$ cat src/rtl/fetch_stage.sv
// Instruction-fetch stage: owns the PC, keeps one imem transaction open at a time,
// buffers a response across IF/ID stalls and squashes responses made stale by a redirect.
module fetch_stage #(
  parameter int            AW       = 32,
  parameter int            IW       = 32,
  parameter logic [AW-1:0] RESET_PC = '0
) (
  input  logic          Clk,
  input  logic          Rst,
  input  logic          Stall,
  input  logic          Redirect,
  input  logic [AW-1:0] RedirectPC,
  output logic          ImemReq,
  output logic [AW-1:0] ImemAddr,
  input  logic          ImemReady,
  input  logic [IW-1:0] ImemRdata,
  output logic          FetchEn,
  output logic          FetchValid,
  output logic [IW-1:0] FetchInstr,
  output logic [AW-1:0] FetchPC
);

  typedef enum logic [1:0] {S_IDLE, S_WAIT, S_HOLD, S_DROP} state_t;

  state_t        r_state, w_nstate;
  logic [AW-1:0] r_pc, w_npc;
  logic [AW-1:0] r_pend, w_npend;
  logic [IW-1:0] r_buf, w_nbuf;
  logic [AW-1:0] w_rpc, w_pc_inc;

  assign w_rpc    = RedirectPC & ~AW'(3);
  assign w_pc_inc = r_pc + AW'(4);

  always_ff @(posedge Clk) begin
    if (Rst) begin
      r_state <= S_IDLE;
      r_pc    <= RESET_PC;
      r_pend  <= '0;
      r_buf   <= '0;
    end else begin
      r_state <= w_nstate;
      r_pc    <= w_npc;
      r_pend  <= w_npend;
      r_buf   <= w_nbuf;
    end
  end

  always_comb begin
    w_nstate   = r_state;
    w_npc      = r_pc;
    w_npend    = r_pend;
    w_nbuf     = r_buf;
    ImemReq    = 1'b0;
    ImemAddr   = '0;
    FetchEn    = 1'b0;
    FetchValid = 1'b0;
    FetchInstr = '0;
    FetchPC    = '0;
    if (!Rst) begin
      unique case (r_state)
        S_IDLE: begin
          w_nstate = S_WAIT;
          if (Redirect) begin
            FetchEn = 1'b1;
            w_npc   = w_rpc;
          end
        end
        S_WAIT: begin
          ImemReq  = 1'b1;
          ImemAddr = r_pc;
          if (ImemReady) begin
            if (Redirect) begin
              FetchEn = 1'b1;
              w_npc   = w_rpc;
            end else if (!Stall) begin
              FetchEn    = 1'b1;
              FetchValid = 1'b1;
              FetchInstr = ImemRdata;
              FetchPC    = r_pc;
              w_npc      = w_pc_inc;
            end else begin
              w_nbuf   = ImemRdata;
              w_nstate = S_HOLD;
            end
          end else if (Redirect) begin
            // The open request can't be withdrawn; remember the target and squash its reply.
            FetchEn  = 1'b1;
            w_npend  = w_rpc;
            w_nstate = S_DROP;
          end
        end
        S_HOLD: begin
          if (Redirect) begin
            FetchEn  = 1'b1;
            w_npc    = w_rpc;
            w_nstate = S_WAIT;
          end else if (!Stall) begin
            FetchEn    = 1'b1;
            FetchValid = 1'b1;
            FetchInstr = r_buf;
            FetchPC    = r_pc;
            w_npc      = w_pc_inc;
            w_nstate   = S_WAIT;
          end
        end
        S_DROP: begin
          ImemReq  = 1'b1;
          ImemAddr = r_pc;
          if (Redirect) begin
            FetchEn = 1'b1;
            w_npend = w_rpc;
          end
          if (ImemReady) begin
            w_npc    = Redirect ? w_rpc : r_pend;
            w_nstate = S_WAIT;
          end
        end
        default: w_nstate = S_IDLE;
      endcase
    end
  end

endmodule

$ cat config.mk
export PLATFORM = sky130hd
export DESIGN_NAME = fetch_stage
export DESIGN_NICKNAME = d
export VERILOG_FILES = /design/src/rtl/fetch_stage.sv
export SDC_FILE = /design/constraint.sdc
export NUM_CORES = 1
export LEC_CHECK = 0
export ABC_AREA = 1
export BUFFER_PORTS_ARGS = -buffer_cell sky130_fd_sc_hd__buf_2
export CELL_PAD_IN_SITES_DETAIL_PLACEMENT = 2
export CELL_PAD_IN_SITES_GLOBAL_PLACEMENT = 2
export CORE_MARGIN = 2
export CORE_UTILIZATION = 24
export CTS_CLUSTER_SIZE = 12
export DETAILED_ROUTE_END_ITERATION = 10
export PLACE_DENSITY_LB_ADDON = 0.05
export SKIP_CTS_REPAIR_TIMING = 1
export SLEW_MARGIN = 10
export SYNTH_ARGS = -nofsm -noshare
export SYNTH_HDL_FRONTEND = slang
export SYNTH_SLANG_ARGS = --single-unit
$ cat constraint.sdc
create_clock -name Clk -period 1.95 [get_ports Clk]
set_clock_uncertainty 0.1 [all_clocks]
set_input_delay 0.39 -clock Clk [delete_from_list [all_inputs] [get_ports Clk]]
set_output_delay 0.39 -clock Clk [all_outputs]
set_load 0.01 [all_outputs]
# Word-level counts from Yosys, hierarchy flattened
# Index checks and enable logic that the tools add are counted.
# totals
regBits	98
# classes
n_mux	43
bitwise_logic	1
n_reduce_logical	8
n_eq_ne	11
addsub	1
# ops
op	count
$mux 32	19
$pmux 32 s2	3
$pmux 32 s4	1
$add 32x3->32 const B	1
$mux 2	7
$ne 3x3->1 const B	4
$mux 1	10
$ne 2x2->1 const B	4
$pmux 2 s4	1
$reduce_and 5->1	1
$eq 2x2->1 const B	2
$reduce_and 4->1	1
$reduce_or 2->1	2
$pmux 1 s3	1
$reduce_and 3->1	1
$eq 2x1->1 const B	1
$logic_not 2->1	1
$pmux 1 s2	1
$reduce_and 2->1	1
$reduce_bool 2->1	1
$not 1->1	1

# Longest topological paths before layout
# depth
depth_word	5
ltp_mapped	14
depth_no_buf	14

# Worst setup path before layout
# Ideal clock, no wire load.
# synth_timing
path_kind	flip-flop to output port
startpoint	register r_state[0]
endpoint	output port FetchValid
path_buffers	1
stages_incl_launch_ff	10
setup_slack_ps	-121
required_ps	1460
arrival_ps	1581
cell_sequence	dfxtp_1 inv_1 ha_1 inv_1 nor2_1 inv_1 a21oi_1 nand2_1 clkbuf_1 inv_1
# synth_between
elab_chain_len	3
word_cells_on_any_way	4
cone_classes	eq/ne: 2; mux: 2
# synth_lines
element	line_no	source
start, declared	25	state_t r_state, w_nstate;
start signal, assigned	41	r_state <= w_nstate;
$eq 2x2->1 / $eq 2x1->1 (equally long branches)	60	unique case (r_state)
$pmux 1 s2 (*)	60	
$mux 1 (*)	59	if (!Rst) begin
end, declared	18	output logic FetchValid,
# Mark *: on every way between the ends. The rest lies on a longest branch, timed or not.

# Worst setup path after layout
# layout_timing
startpoint	register r_state[0]
endpoint	output port FetchPC[5]
# layout_between
elab_chain_len	3
word_cells_on_any_way	4
cone_classes	eq/ne: 2; mux: 2
# layout_lines
element	line_no	source
$eq 2x2->1 / $eq 2x1->1 (equally long branches)	60	
$pmux 32 s2 (*)	60	
$mux 32 (*)	59	
end, declared	20	output logic [AW-1:0] FetchPC
# Marks and branches as above.

==> results.json <==
{
  "syn_nets": 1172,
  "synth.mux.area_fraction_pct": 0,
  "synth_area_leader_cell": "dfxtp_1",
  "p_sw_share_pct": 38.80,
  "drt_iter0_drc": 322,
  "end_kind": "output port",
  "slew_headroom_pct": 72.85,
  "io_pins": 168,
  "post-dp-hpwl_um": 20830,
  "cts_root_buffer": "clkbuf_16",
  "power.density_nw_per_um2": 758.9,
  "synthesis.area_um2": 6431,
  "grt_pass1_vias": 8136,
  "crit_type": "reg -> out",
  "ir_drop_uv": 451.5,
  "dr.pass1.iters": 4,
  "synth_top_family_by_area": "simple AND/OR/NAND/NOR gates",
  "h-tree-depth": 3,
  "holdPathEnd": "r_buf[12]",
  "drive_gt1_share_pct": 35.64,
  "remaining_drc_errors": 0,
  "maxSlewViolCount": 0,
  "min_from": "ImemRdata[12]",
  "yosys-top-cells-count": "nand2_1 (286), nor2_1 (212), a21oi_1 (101)",
  "synth_top_area_share_pct": 30.51,
  "wirelength_um": 31020,
  "synth_compound_area_share_pct": 19.92,
  "violations": "negative setup slack",
  "r2r_cells": 14,
  "grt_first_pass_wirelength_um": 45220,
  "whs_path_depth": 3,
  "critical_path_arrival_ps": 1950,
  "whs_ps": 170.6,
  "cts_made_buffers": 9,
  "final.setup.worst_slack_ps": -493.5,
  "r2r-end": "r_pc[2]",
  "cp_cell_sequence": "inv_2, ha_4, inv_4, nor2_4, inv_2, a21oi_4, nand2_8, clkbuf_16, nor2_4, buf_6",
  "antenna_found_initial": 1,
  "ys_dominant_reg_cell": "dfxtp_1",
  "synth-seq-area-share_pct": 30.51,
  "finalSetupViolCount": 129,
  "synth.area.top_cells": "dfxtp_1 (31%), nand2_1 (17%), nor2_1 (12%)",
  "ff2ff_setup_slack_ps": -190,
  "slowest_delay_ps": 350,
  "yosysUniqueCellTypes": 32,
  "portBuffers": 165,
  "wl_per_cell_um": 18.79,
  "syn_to_final_growth_pct": 53.07,
  "crit_path_max_fanout": 8,
  "clockPowerShare_pct": 26.0,
  "start_util_pct": 24.54,
  "timing.final.crit_share_pct": 125.3,
  "timing.rr.start": "r_state[1]",
  "synthAdderAreaFrac_pct": 1.167,
  "ant_nets": 0,
  "clkTransAtPathRegs_ps": 70,
  "comb_power_share_pct": 40.5,
  "clk-insertion-delay-late_ps": 350,
  "syn_area_per_cell_um2": 5.863,
  "synth-xor-area-share_pct": 0.6809,
  "row_count": 59,
  "power_switching_uw": 2899,
  "status": "finished with violations",
  "required_ps": 1460,
  "fin_nets": 1386,
  "dieArea_um2": 28120,
  "cts_max_path_buffers": 2,
  "synth.ff_latch_count": 98,
  "worst_pin_slew_ps": 407.3,
  "cp_slowest_cell": "dfxtp_2",
  "cts.sinks": 98,
  "fin_crit_ps": 2444,
  "core_um2": 26210,
  "total_power_uw": 7471,
  "rsz0062_at_grt": "true",
  "vias_per_cell": 4.928,
  "gp_congestion": 0.7541,
  "hold_violations": 0,
  "synth-simple-area-share_pct": 39.44,
  "synth_edf_count": 0,
  "syn_inst": 1097,
  "synth.most_common_cell": "nand2_1",
  "worstSetupStartpoint": "r_state[0]",
  "ys_async_sr_fraction_pct": 0,
  "grt_usage_pct": 20.13,
  "die_height_um": 167.7,
  "cap_violations": 0,
  "vias": 8136,
  "p_leak_uw": 0.004261,
  "antenna_cells": 0,
  "cts_tree": "built",
  "die_w_um": 167.7,
  "startpoint_type": "flop",
  "p_int_uw": 4573,
  "hold_path.class": "in -> reg",
  "power_frac_seq_pct": 33.6,
  "yosysWarnings": 0,
  "grt.overflow.total": 0,
  "grt_max_degree": 57,
  "fmax_ghz": 0.4092
}
==> cell usage in the layout, fill, tap and decap left out, types with 24 or more instances in the layout <==
master,netlist,final
dfxtp_1,98,82
nor2_2,5,27
buf_2,18,141
buf_6,0,33
a21oi_1,101,86
nor2_4,7,47
nand2_1,286,255
buf_4,3,73
nand2_2,5,24
inv_1,53,46
nor2_1,212,150
o21ai_0,84,77
a31oi_1,30,30
nand3_1,96,92
==> layout make-up <==
class,instances,area [um2]
fill,3176,16360
tap,335,419.2
inverter,59,250.2
timing repair buffer,277,2253
clock inverter,5,62.56
clock buffer,11,252.7
multi-input combinational,866,4619
sequential,98,1987
==> per-stage QoR <==
stage                     area [um2]  instances  TNS (ps)  utilization (%)  setup WS, ps
final                           9844       1651    -38900            37.57        -493.5
after global routing            9844       1651    -51970            37.57        -595.8
after CTS                       8611       1622    -51020            32.86        -589.4
after detailed placement        8295       1606     -9300            31.65        -161.5
after global placement          8295       1606     -7376            31.65        -142.5
after floorplan                 6545       1097     -1150                -        -39.78
==> power by group through the flow <==
stage               combinational (uW)  sequential (uW)  clock (uW)
floorplan                         1310             2450           0
global placement                  2290             2500           0
detailed placement                2340             2510           0
CTS                               2360             2470        2030
global route                      3310             2540        2090
finish                            3030             2510        1940
==> metal layers <==
metal  vias up  GRT usage, %  wire, um
met5         -             0         0
met4         0         4.953       288
met2       129         33.56     15230
met3        16         2.529      1079
li1       4013             -         -
met1      3978         27.62     14430
==> state kept, by name, indices dropped and copies added (netlist names) <==
name and count:
r_state 2, r_buf 32, r_pc 32, r_pend 32
==> worst max-delay path by stage <==
stage / endpoint / slack [ps] / cells past startpoint
finish: FetchPC[5] / -490 / 10
global route: FetchPC[24] / -600 / 10
CTS: FetchPC[22] / -590 / 10
detailed placement: FetchPC[22] / -160 / 10
global placement: FetchPC[31] / -140 / 10
floorplan: FetchPC[10] / -40 / 9
==> logic make-up after synthesis <==
group,Yosys count
AO/OA/AOI/OAI,238
XOR/XNOR,5
adder cells (fa/ha/maj),6
buffers and inverters,133
flip-flops,98
AND/OR/NAND/NOR,617
==> critical path: cells and delay by family (launching register included) <==
family | cells | cell delay [ps]
fa+ha+maj | 1 | 270
flops | 1 | 350
compound gates | 1 | 170
buf+inv | 5 | 470
simple gates | 3 | 320
Power figures use the tool's default switching activity.
